<file path="config.mk">
export PLATFORM = sky130hd
export DESIGN_NAME = traffic_ctrl_multi
export DESIGN_NICKNAME = d
export VERILOG_FILES = /design/src/rtl/traffic_ctrl_multi.sv
export SDC_FILE = /design/constraint.sdc
export NUM_CORES = 1
export LEC_CHECK = 0
export ABC_AREA = 1
export ABC_CLOCK_PERIOD_IN_PS = 1400
export BUFFER_PORTS_ARGS = -buffer_cell sky130_fd_sc_hd__buf_2
export CELL_PAD_IN_SITES_DETAIL_PLACEMENT = 1
export CELL_PAD_IN_SITES_GLOBAL_PLACEMENT = 1
export CORE_ASPECT_RATIO = 0.8
export CORE_UTILIZATION = 38
export DETAILED_ROUTE_END_ITERATION = 16
export PLACE_DENSITY_LB_ADDON = 0.1
export SYNTH_ARGS = -nofsm -noshare
export SYNTH_HDL_FRONTEND = slang
export SYNTH_SLANG_ARGS = --single-unit
</file>
<file path="constraint.sdc">
create_clock -name clk -period 1.4 [get_ports clk]
set_input_delay 0.21 -clock clk [delete_from_list [all_inputs] [get_ports clk]]
set_output_delay 0.21 -clock clk [all_outputs]
set_load 0.05 [all_outputs]
</file>
<file path="src/rtl/traffic_ctrl_multi.sv">
// Round-robin traffic-light controller for N_DIR approaches with
// all-red clearance, latched pedestrian WALK and optional vehicle sensing.
module traffic_ctrl_multi #(
  parameter int N_DIR      = 2,
  parameter int GREEN_CYC  = 8,
  parameter int YELLOW_CYC = 3,
  parameter int ALLRED_CYC = 2,
  parameter int WALK_CYC   = 6,
  parameter int SKIP_IDLE  = 0,
  parameter int CNT_W      = 8,
  localparam int DIR_W =
    ($clog2(N_DIR) > 1) ? $clog2(N_DIR) : 1
) (
  input  logic               clk,
  input  logic               rst,
  input  logic [N_DIR-1:0]   veh_req,
  input  logic               ped_req,
  output logic [3*N_DIR-1:0] light,
  output logic [1:0]         state,
  output logic [DIR_W-1:0]   active_dir,
  output logic               walk,
  output logic               ped_pending
);

  typedef enum logic [1:0] {
    S_GREEN  = 2'b00,
    S_YELLOW = 2'b01,
    S_ALLRED = 2'b10,
    S_WALK   = 2'b11
  } st_t;

  localparam logic [CNT_W-1:0] T_G = CNT_W'(GREEN_CYC - 1);
  localparam logic [CNT_W-1:0] T_Y = CNT_W'(YELLOW_CYC - 1);
  localparam logic [CNT_W-1:0] T_A = CNT_W'(ALLRED_CYC - 1);
  localparam logic [CNT_W-1:0] T_W = CNT_W'(WALK_CYC - 1);

  st_t                st_q, st_n;
  logic [DIR_W-1:0]   dir_q, dir_n;
  logic [CNT_W-1:0]   tmr_q, tmr_n;
  logic               ped_q, ped_n;
  logic               walk_q;
  logic [3*N_DIR-1:0] light_q, light_n;

  logic               expire;
  logic               other_req;
  logic               found;
  logic [DIR_W-1:0]   sel;
  logic [DIR_W-1:0]   nxt_dir;

  assign expire = (tmr_q == '0);
  assign nxt_dir = (dir_q == DIR_W'(N_DIR - 1)) ?
                   '0 : dir_q + 1'b1;

  // Descending distance so the nearest requester after dir_q wins.
  always_comb begin
    found     = 1'b0;
    sel       = dir_q;
    other_req = 1'b0;
    for (int k = N_DIR; k >= 1; k--) begin
      for (int d = 0; d < N_DIR; d++) begin
        if (veh_req[d] &&
            d == (int'(dir_q) + k) % N_DIR) begin
          found = 1'b1;
          sel   = DIR_W'(d);
        end
      end
    end
    for (int d = 0; d < N_DIR; d++) begin
      if (veh_req[d] && d != int'(dir_q))
        other_req = 1'b1;
    end
  end

  always_comb begin
    logic ped_clr;
    st_n    = st_q;
    dir_n   = dir_q;
    tmr_n   = tmr_q - 1'b1;
    ped_clr = 1'b0;
    unique case (st_q)
      S_GREEN: begin
        if (expire) begin
          if (SKIP_IDLE != 0 && !other_req && !ped_q) begin
            tmr_n = T_G;
          end else begin
            st_n  = S_YELLOW;
            tmr_n = T_Y;
          end
        end
      end
      S_YELLOW: begin
        if (expire) begin
          st_n  = S_ALLRED;
          tmr_n = T_A;
        end
      end
      S_ALLRED: begin
        if (expire) begin
          if (ped_q) begin
            st_n    = S_WALK;
            tmr_n   = T_W;
            ped_clr = 1'b1;
          end else if (SKIP_IDLE == 0) begin
            st_n  = S_GREEN;
            dir_n = nxt_dir;
            tmr_n = T_G;
          end else if (found) begin
            st_n  = S_GREEN;
            dir_n = sel;
            tmr_n = T_G;
          end else begin
            tmr_n = T_A;
          end
        end
      end
      S_WALK: begin
        if (expire) begin
          st_n  = S_ALLRED;
          tmr_n = T_A;
        end
      end
      default: ;
    endcase
    ped_n = ped_q;
    if (ped_clr)
      ped_n = 1'b0;
    else if (ped_req && st_q != S_WALK)
      ped_n = 1'b1;
  end

  always_comb begin
    for (int d = 0; d < N_DIR; d++) begin
      light_n[3*d +: 3] = 3'b100;
      if (int'(dir_n) == d) begin
        if (st_n == S_GREEN)
          light_n[3*d +: 3] = 3'b001;
        else if (st_n == S_YELLOW)
          light_n[3*d +: 3] = 3'b010;
      end
    end
  end

  always_ff @(posedge clk) begin
    if (rst) begin
      st_q    <= S_ALLRED;
      dir_q   <= DIR_W'(N_DIR - 1);
      tmr_q   <= T_A;
      ped_q   <= 1'b0;
      walk_q  <= 1'b0;
      light_q <= {N_DIR{3'b100}};
    end else begin
      st_q    <= st_n;
      dir_q   <= dir_n;
      tmr_q   <= tmr_n;
      ped_q   <= ped_n;
      walk_q  <= (st_n == S_WALK);
      light_q <= light_n;
    end
  end

  assign light       = light_q;
  assign state       = st_q;
  assign active_dir  = dir_q;
  assign walk        = walk_q;
  assign ped_pending = ped_q;

endmodule

</file>
==> metrics <==
DR pass1 iterations=3; CTS max path bufs=2; DR WL/cell=~13 um; Nets=about 140; worst reg2reg endpoint=light[0]$_SDFF_PP0_; layout cells sized above 1=0.403; CTS Sinks=19; first-pass GRT wire length=between 2 and 3 mm; top-level port count=16; Clock Tree Root=clkbuf_4; core area=1980 um2; Power Total=about 2.9 mW; Slew HR=0.811; DRC marker count from the first detailed-route iteration=6; CP Cell Sequence=nor2_4 -> nand2_4 -> nor2_4 -> nand3_2 -> nand2_2 -> nand2_2 -> nand2_2 -> nor2_1; GPL Wtd Cong=around 0.77; TritonCTS clock tree=built; Clock Skews=roughly 0.010 ns; max cap viols=0; sequential share of the synthesized area=0.450; gr busiest metal=met2; critical path required time=1.62 ns; n_diodes=0; GRT Overall Usage=0.173; Mapped Area=about 850 um2; Post-Syn Instances=105; Worst path most repeated cell=nand2_2; Post-synth EDFFs=0; H-Tree Depth=1; crit path kind=reg2reg; flop-to-flop setup slack=between 0.07 and 0.08 ns; cts hold-fix bufs=0; CP startpoint=tmr_q[2]$_SDFF_PP0_; final setup violation count=0; Pwr per Cell Area=between 2000 and 3000 nW/um2; maximum clock frequency=about 760 MHz; die height=about 44 um; Setup crit end=light[0]$_SDFF_PP0_; slowest stage delay, CP=between 0.3 and 0.4 ns; starting density of the core=0.427; # rows=14; GR met2 Demand/Resource=0.253; Pleak=0.507 nW; Yosys warning count=0; synthesized flop and latch total=19; Die Area=2420 um2; Die W=between 50 and 60 um; Worst-path clk slew=0.12 ns; worst slew pin tran=roughly 0.28 ns; Post-Route WL=1.96 mm; post-placement cell count=147; detail-routed via count per cell=around 5; reg-to-reg startpoint=tmr_q[2]$_SDFF_PP0_; CTS Buf Count=3; status=finished, final reports clean; Non-Filler Instances=153; GR Layer Usage met1=0.237; fin crit share=0.945; dominant synthesized flop cell=dfxtp_1; PortBufs=13; net count after synthesis=roughly 110; CP startpoint kind=flop; vias=about 770; Remaining Overflow, GRT=0; asr flop ratio synth=0; fin. max-slew vios=0; Worst Reg2Reg Path Length in Cells=8; CP Max Fanout=5; Residual DRC=0; Netlist cell types=23; maximum VDD drop=about 1.2 mV; Routed Antenna Nets=0; Critical Path End Type=flop; initial antenna violation count=0; final critical-path required period=between 1 and 1.5 ns; vias in the first global route=between 600 and 700; Hold Path Class=in2reg; Avg Cell Area, Syn=a little over 8 um2; later-pin clock latency in the skew report=around 0.31 ns; largest net degree at the start of global routing=12; Post-DP HPWL=around 1.4 mm; GRT met3 Usage=0.0722; Critical Path AT=1.54 ns; layout overhead on the synthesized area=26.5%; Critical-path top delay cell=dfxtp_1; Final Hold Viols=0; hold_sp=rst
routing by layer:
metal  up-vias  part of all wire
met5         -                 0
met4         0            0.0082
met2        14              0.45
li1        389                 -
met1       366              0.49
met3         2             0.042
through the flow:
stage | instance area (um2) | hold slack [ns] | setup slack [ns] | TNS, ns | utilization
after floorplan | 847 | 0.341 | 0.0194 | 0 | -
after global placement | 980 | 0.484 | 0.0237 | 0 | 0.495
after detailed placement | 980 | 0.493 | -0.0119 | -0.0233 | 0.495
after CTS | 1010 | 0.176 | 0.00171 | 0 | 0.509
after global routing | 1070 | 0.185 | -0.000204 | -0.000204 | 0.540
final | 1070 | 0.179 | 0.0774 | 0 | 0.540
registers in the layout, summed over array words and instances (netlist names):
register     count
walk             1
tmr_q            8
active_dir       1
ped_pending      1
state            2
light            6
cell type report:
cell class,instances,area [um2]
Clock inverter,1,5.00
Sequential cell,19,385
Tap cell,24,30.0
Fill cell,247,910
Clock buffer,3,22.5
Timing Repair Buffer,19,110
Inverter,19,71.3
Multi-Input combinational cell,68,445
cells by family (layout without fill, tap and decap cells):
group,count (synthesis),in the layout,share of synthesized area
fa+ha+maj,2,2,0.0296
xor+xnor,3,3,0.0311
buf+inv,19,42,0.0843
simple gates,53,54,0.346
flops,19,19,0.450
compound gates,9,9,0.0592
power by group:
group          switching [mW]  internal (mW)
Sequential              0.160          0.728
Clock                   0.180          0.107
Combinational            1.11          0.567
cell usage in the layout, fill, tap and decap left out:
master / synthesis / final
dfxtp_1: 19 / 15
nand2_1: 15 / 13
buf_2: 0 / 13
inv_1: 16 / 12
nor2_1: 11 / 9
nand3_1: 9 / 9
inv_2: 2 / 6
buf_4: 0 / 6
nand2_2: 5 / 5
dfxtp_2: 0 / 4
nor2_4: 1 / 3
nor2_2: 2 / 3
nor3_1: 3 / 3
o21ai_0: 3 / 3
a21oi_1: 3 / 3
nand4_1: 3 / 3
clkbuf_4: 0 / 3
nand2_4: 0 / 2
xnor2_1: 2 / 2
nand3_2: 2 / 2
nor2_8: 1 / 1
xor2_1: 1 / 1
clkinv_1: 1 / 1
nand4_4: 1 / 1
a31oi_1: 1 / 1
o22ai_1: 1 / 1
o31ai_1: 1 / 1
ha_2: 0 / 1
ha_4: 0 / 1
clkinv_2: 0 / 1
worst max-delay path, delay by kind of cell (launching register included):
family,cells,cell delay (ns)
flip-flops,1,0.37
AND/OR/NAND/NOR,8,0.86
synth_stat cells, types with 2 or more instances:
cell      n  area [um2]
nand4_1   3        18.8
dfxtp_1  19         380
nand2_2   5        31.3
a21oi_1   3        15.0
ha_1      2        25.0
inv_1    16        60.1
nor3_1    3        15.0
nor2_2    2        12.5
nand3_1   9        45.0
nand2_1  15        56.3
nor2_1   11        41.3
nand3_2   2        20.0
inv_2     2        7.51
xnor2_1   2        17.5
o21ai_0   3        15.0
repair_timing:
action	in CTS	in global routing
pin swaps	1	7
setup buffers	0	1
gates resized for setup	0	17
cloned	0	1
setup endpoints to repair	4	9
how the worst min path moves through the flow:
| stage | to | depth (start not counted) |
|---|---|---|
| 4_1_cts | tmr_q[0]$_SDFF_PP1_ | 3 |
| 3_3_place_gp | tmr_q[0]$_SDFF_PP1_ | 3 |
| 6_report | tmr_q[0]$_SDFF_PP1_ | 3 |
| 5_1_grt | tmr_q[0]$_SDFF_PP1_ | 3 |
| 3_5_place_dp | tmr_q[0]$_SDFF_PP1_ | 3 |
| 2_1_floorplan | tmr_q[0]$_SDFF_PP1_ | 2 |
No activity file was read; power rests on OpenSTA's default activity.
